File: config.mk
export PLATFORM = sky130hd
export DESIGN_NAME = usb_bus_scheduler
export DESIGN_NICKNAME = d
export VERILOG_FILES = /design/src/rtl/usb_bus_scheduler.sv
export SDC_FILE = /design/constraint.sdc
export NUM_CORES = 1
export LEC_CHECK = 0
export ABC_AREA = 0
export CORE_MARGIN = 10
export CORE_UTILIZATION = 30
export DETAILED_ROUTE_END_ITERATION = 10
export SYNTH_ARGS = -nofsm -noshare
export SYNTH_HDL_FRONTEND = slang
export SYNTH_SLANG_ARGS = --single-unit
export TNS_END_PERCENT = 30
File: constraint.sdc
create_clock -name clk -period 3.4 [get_ports clk]
set_input_delay 0.68 -clock clk [delete_from_list [all_inputs] [get_ports clk]]
set_output_delay 0.68 -clock clk [all_outputs]
set_load 0.01 [all_outputs]
File: src/rtl/usb_bus_scheduler.sv
// usb_bus_scheduler: shares an FT245-style USB FIFO bus between the host read stream and two round-robin byte writers.
module usb_bus_scheduler #(
   parameter int RD_PULSE       = 2,
   parameter int WR_SETUP       = 1,
   parameter int WR_PULSE       = 2,
   parameter int RECOVERY       = 1,
   parameter int MAX_READ_BURST = 8
) (
   input  logic       clk,
   input  logic       reset_n,
   input  logic       rxf_n,
   input  logic       txe_n,
   input  logic [7:0] data_in,
   output logic [7:0] data_out,
   output logic       data_out_enable,
   output logic       rd_n,
   output logic       wr_n,
   output logic [7:0] rx_data,
   output logic       rx_valid,
   input  logic       req0,
   input  logic       req1,
   input  logic [7:0] data0,
   input  logic [7:0] data1,
   output logic       ack0,
   output logic       ack1,
   output logic [2:0] state_out
);
   typedef enum logic [2:0] {
      S_IDLE = 3'd0,
      S_RD   = 3'd1,
      S_WS   = 3'd2,
      S_WP   = 3'd3,
      S_REC  = 3'd4
   } state_t;

   localparam logic [3:0] C_RD  = 4'(RD_PULSE - 1);
   localparam logic [3:0] C_WS  = 4'(WR_SETUP - 1);
   localparam logic [3:0] C_WP  = 4'(WR_PULSE - 1);
   localparam logic [3:0] C_REC = 4'(RECOVERY - 1);
   localparam logic [7:0] C_MRB = 8'(MAX_READ_BURST);

   state_t     r_state;
   logic [3:0] r_cnt;
   logic [7:0] r_burst;
   logic       r_last;
   logic       r_grant;
   logic       r_rd_n;
   logic       r_wr_n;
   logic       r_doe;
   logic [7:0] r_dout;
   logic [7:0] r_rx;
   logic       r_rxv;
   logic       r_ack0;
   logic       r_ack1;

   logic w_pending;
   logic w_read;
   logic w_grant;
   logic w_done;

   assign w_pending = (req0 | req1) & ~txe_n;
   assign w_read    = ~rxf_n & (~w_pending | (r_burst < C_MRB));
   // On a tie the port that did not win last time gets the bus
   assign w_grant   = (req0 & req1) ? ~r_last : req1;
   assign w_done    = (r_cnt == 4'd0);

   always_ff @(posedge clk or negedge reset_n) begin
      if (!reset_n) begin
         r_state <= S_IDLE;
         r_cnt   <= 4'd0;
         r_burst <= 8'd0;
         r_last  <= 1'b1;
         r_grant <= 1'b0;
         r_rd_n  <= 1'b1;
         r_wr_n  <= 1'b1;
         r_doe   <= 1'b0;
         r_dout  <= 8'd0;
         r_rx    <= 8'd0;
         r_rxv   <= 1'b0;
         r_ack0  <= 1'b0;
         r_ack1  <= 1'b0;
      end else begin
         r_rxv  <= 1'b0;
         r_ack0 <= 1'b0;
         r_ack1 <= 1'b0;
         case (r_state)
            S_IDLE: begin
               if (w_read) begin
                  r_state <= S_RD;
                  r_rd_n  <= 1'b0;
                  r_cnt   <= C_RD;
               end else if (w_pending) begin
                  r_state <= S_WS;
                  r_doe   <= 1'b1;
                  r_grant <= w_grant;
                  r_dout  <= w_grant ? data1 : data0;
                  r_cnt   <= C_WS;
               end
            end
            S_RD: begin
               if (!w_done) r_cnt <= r_cnt - 4'd1;
               else begin
                  r_state <= S_REC;
                  r_rd_n  <= 1'b1;
                  r_rx    <= data_in;
                  r_rxv   <= 1'b1;
                  r_burst <= (r_burst == 8'hFF) ? r_burst : r_burst + 8'd1;
                  r_cnt   <= C_REC;
               end
            end
            S_WS: begin
               if (!w_done) r_cnt <= r_cnt - 4'd1;
               else begin
                  r_state <= S_WP;
                  r_wr_n  <= 1'b0;
                  r_cnt   <= C_WP;
               end
            end
            S_WP: begin
               if (!w_done) r_cnt <= r_cnt - 4'd1;
               else begin
                  r_state <= S_REC;
                  r_wr_n  <= 1'b1;
                  r_doe   <= 1'b0;
                  r_ack0  <= ~r_grant;
                  r_ack1  <= r_grant;
                  r_burst <= 8'd0;
                  r_last  <= r_grant;
                  r_cnt   <= C_REC;
               end
            end
            S_REC: begin
               if (!w_done) r_cnt <= r_cnt - 4'd1;
               else r_state <= S_IDLE;
            end
            default: r_state <= S_IDLE;
         endcase
      end
   end

   assign data_out        = r_dout;
   assign data_out_enable = r_doe;
   assign rd_n            = r_rd_n;
   assign wr_n            = r_wr_n;
   assign rx_data         = r_rx;
   assign rx_valid        = r_rxv;
   assign ack0            = r_ack0;
   assign ack1            = r_ack1;
   assign state_out       = r_state;
endmodule
* Yosys cells after proc, flatten, opt, wreduce, memory -nomap -nowiden
Index checks and enable logic that the tools add are counted.
Storage, ports and cells: bits in registers 39, input bits 30, output and inout bits 25, logic and storage cells 92
Cells by class: $add $sub $neg 2, $lt $le $gt $ge 1, equality and inequality tests 16, mux-type cells 32, bitwise operators 11, reductions and logical operators 17
Operators with widths (number):
- two-way mux 8 bit | 4
- two-way mux 4 bit | 5
- inequality test 2 bit, second input constant | 9
- case mux 4 bit (4 select lines) | 1
- case mux 8 bit (2 select lines) | 1
- two-way mux 3 bit | 5
- two-way mux 1 bit | 12
- case mux 3 bit (4 select lines) | 1
- AND reduction 3 bit | 4
- AND reduction 4 bit | 3
- adder 8 x 1 -> 8 bit, second input constant | 1
- == test 8 bit, second input constant | 1
- < comparator 8 x 4 -> 1 bit, second input constant | 1
- nonzero test 2 bit | 4
- == test 3 x 2 -> 1 bit, second input constant | 2
- NOT 1 bit | 6
- case mux 1 bit (2 select lines) | 3
- zero test 4 bit | 1
- AND reduction 2 bit | 2
- nonzero test 4 bit | 1
- subtractor 4 x 1 -> 4 bit, second input constant | 1
- AND 1 bit | 3
- == test 3 x 1 -> 1 bit, second input constant | 1
- == test 3 bit, second input constant | 1
- 5 further kinds | 6

* Logic depth before layout (Yosys ltp)
depth in word-level cells 7, mapped depth 9, depth with buffers taken out 7

* Worst setup path before layout
No wires, ideal clock.
path kind flip-flop to flip-flop, from register r_cnt[0], to register r_burst[7], library setup time 0.077 ns, data arrival time 2.230 ns, data required time 3.323 ns, setup slack 1.093 ns, stages on the path, launching flop included 9, buffers on the path 2, clock period less this slack 2.307 ns, cell sequence dfrtp_1 inv_1 ha_1 or3b_1 buf_2 or3_1 clkbuf_2 or4_1 a21oi_1
On the way: cells in the longest elaborated chain, start to end 3, elaborated cells between the ends (all ways) 4, classes of those cells eq/ne: 2; reduce/logical: 2
RTL lines:
- start: declaration | RTL line 43 | logic [3:0] r_cnt;
- start signal: assignment | RTL line 101 | if (!w_done) r_cnt <= r_cnt - 4'd1;
- start signal: assignment | RTL line 112 | if (!w_done) r_cnt <= r_cnt - 4'd1;
- start signal: assignment | RTL line 120 | if (!w_done) r_cnt <= r_cnt - 4'd1;
- zero test 4 bit (*) | RTL line 65 | assign w_done = (r_cnt == 4'd0);
- inequality test 2 bit (no source line)
- AND reduction 4 bit (no source line) (*)
- end signal: assignment | RTL line 107 | r_burst <= (r_burst == 8'hFF) ? r_burst : r_burst + 8'd1;
- end: declaration | RTL line 44 | logic [7:0] r_burst;
Every way passes the cells marked *; elsewhere a longest branch is shown, timed or not. A chain may end at the register's enable or synchronous reset.

* Final worst setup path
Ends and elaborated chain as after synthesis.

==> qor.txt <==
number of instances resized during post-cts repair -> 0
H-tree level count -> 2
maximum number of pins on one net before global-route repair -> 40
Yosys cell types -> 47
number of nets produced by synthesis -> 245
Placed Instance Area -> 2560 sq um
average cell area after synthesis -> 9.22 sq um
Die Footprint -> 10100 sq um
sum of overflow across all layers after global routing -> 0
routed vias -> 1740
total of buffers placed on input and output ports -> 54
post-layout min period -> 2640 ps
launching element type of the critical path -> register
clock latency on the worst-skew pair -> 290 ps
TritonCTS clock tree -> built
final sum of negative setup slack -> 0 ps
tightest slew margin relative to the limit -> 43.4%
Post-Route Skew -> 6.18 ps
main flop type after synthesis -> dfrtp_1
HPWL after detailed placement -> 3.72 mm
worst hold path class -> reg2reg
global routing usage summed across all routing layers -> 10.1%
initial core utilization -> 30.8%
register bit total from synthesis -> 39
clock slew seen by the registers of the worst setup and hold paths -> 80 ps
fin crit share -> 77.6%
CP Max Fanout -> 14
DRC violations left -> 0
number of antenna violations at the first check in global routing -> 0
post-detailed-route via-to-cell ratio -> 5.07
Lkg Pwr -> 1.17 nW
Worst Setup End Kind -> register
Syn Std Cell Area -> 1960 sq um
post-detailed-route count of antenna-violating nets -> 0
highest clock rate -> 0.379 GHz
number of inserted filler cells in the final layout -> 662
number of hold buffers added after CTS -> 0
Slew @ Worst Pin -> 849 ps
Async SR Flop Fraction -> 100%
RSZ-0062 raised after global routing -> false
die height -> 101 microns
leading cell type in the layout, fill and taps excluded -> clkdlybuf4s50_1
Post-synth EDFFs -> 0
std cell rows -> 29
clock root buffer -> clkbuf_8
Post-Route WL -> 4.97 mm
post-CTS repair timing setup buffer count -> 0
Pins Over Slew Limit -> 0
die width -> 101 microns
first-pass GRT wire length -> 8.33 mm
Final Instance Area -> 2680 sq um
global placer's final weighted congestion -> 0.845
Yosys Warn Count -> 0
Arr. time, crit path -> 2860 ps
Setup CP Type -> reg2reg
post-DR wirelength/cell -> 14.5 microns
Top Ports -> 55
setup violators final -> 0
final-report hold violation count -> 0
Power Dens Cells -> 813 nW/um^2
CP Data Required Time -> 3620 ps
Synth Instances -> 212
Net count, final -> 298
first drt pass iteration count -> 4
placeable core area -> 6350 sq um
number of clock buffers inserted by TritonCTS -> 5
via count of the first global-routing pass -> 1736
sinks on the clock net -> 39
outcome -> completed
proportion of synthesized chip area in sequential cells -> 50.1%
number of antenna cells inserted -> 0
count of routing violations after the opening detailed-route iteration -> 91
clock buffer depth -> 2
proportion of layout cells with a drive suffix above 1 -> 6.02%
area grow syn2layout -> 37.2%
commonest cells after routing, fill and taps aside -> clkdlybuf4s50_1, nand2_1, dfrtp_1
reported max-cap violation count -> 0
Peak supply drop -> 0.320 mV
==> cell usage after synthesis, drive strengths merged (2+ instances only) <==
cell type  instances  area [sq um]
a211oi             2          15.0
a21boi             2          15.0
a21o               2          15.0
a21oi              9          45.0
a22oi              3          22.5
and2               2          12.5
and3               2          12.5
buf                2          8.75
clkbuf             8          31.3
dfrtp             36           901
dfstp              3          78.8
ha                 3          37.5
inv                4          15.0
mux2i              9          90.1
nand2             41           154
nand2b             2          12.5
nand3              6          30.0
nand4              3          18.8
nor2              16          60.1
nor2b              3          18.8
nor3               5          25.0
nor3b              2          15.0
o211ai             4          30.0
o21a               2          15.0
o21ai             17          85.1
o31ai              3          22.5
or3                3          18.8
==> critical path, cell delays in order, from the launching register on <==
cell and delay, ps:
dfrtp_1 430, inv_1 130, ha_1 160, or3b_1 510, or3_1 620, or4_1 570
a21oi_1 150
==> where the power goes <==
| part | total, mW | switching, mW | internal (mW) |
|---|---|---|---|
| clock | 0.418 | 0.176 | 0.242 |
| sequential | 0.837 | 0.181 | 0.656 |
| combinational | 0.928 | 0.444 | 0.484 |
| total | 2.18 | 0.802 | 1.38 |
==> layer usage <==
layer | track usage [%] | vias up | wire (microns)
li1 | - | 859 | -
met1 | 12.3 | 834 | 2220
met2 | 15.2 | 43 | 2300
met3 | 4.73 | 4 | 406
met4 | 3.59 | 0 | 45
met5 | 0 | - | 0
==> per-stage QoR <==
stage / power (mW) / worst slack (ps) / utilization, % / hold slack, ps / std cells
finish: 2.18 / 760 / 42.3 / 452 / 343
detailed placement: 1.79 / 770 / 40.4 / 448 / 335
floorplan: 1.34 / 1090 / - / 384 / 212
global route: 2.38 / 620 / 42.3 / 482 / 343
global placement: 1.78 / 809 / 40.4 / 453 / 335
CTS: 2.22 / 750 / 42.3 / 457 / 343
==> cell families (layout without fill, tap and decap cells) <==
| family | Yosys count | after routing | share of synthesized area, % |
|---|---|---|---|
| buf+inv | 15 | 69 | 3.01 |
| fa+ha+maj | 4 | 4 | 2.43 |
| flops | 39 | 39 | 50.1 |
| compound gates | 53 | 53 | 17.6 |
| simple gates | 91 | 91 | 21.7 |
| mux | 10 | 10 | 5.18 |
==> sequential cells by signal, summed over array words and instances, names as in the netlist <==
register	cells
ack0	1
ack1	1
data_out	8
data_out_enable	1
r_burst	8
r_cnt	4
r_grant	1
r_last	1
rd_n	1
rx_data	8
rx_valid	1
state_out	3
wr_n	1
==> final timing paths <==
path                       startpoint  slack [ps]  cells after the start          to
max                          r_cnt[0]         760                      6  r_burst[7]
min                           r_grant         450                      1        ack0
max reg2reg                  r_cnt[0]         760                      6  r_burst[7]
min reg2reg                   r_grant         450                      1        ack0
max in group asynchronous     reset_n        2390                      1  r_burst[5]
min in group asynchronous     reset_n         490                      1    r_cnt[1]
==> area by class of cell <==
type                    instances  area, sq um  share of cell area, %
clock buffers                   6         82.6                   3.08
inverters                       5         18.8                  0.699
multi-input cells             158          917                   34.2
well taps                      77         96.3                   3.59
repair buffers                 56          551                   20.5
clock inverters                 2         38.8                   1.45
flip-flops and latches         39          980                   36.5
No activity file was read; power rests on OpenSTA's default activity.
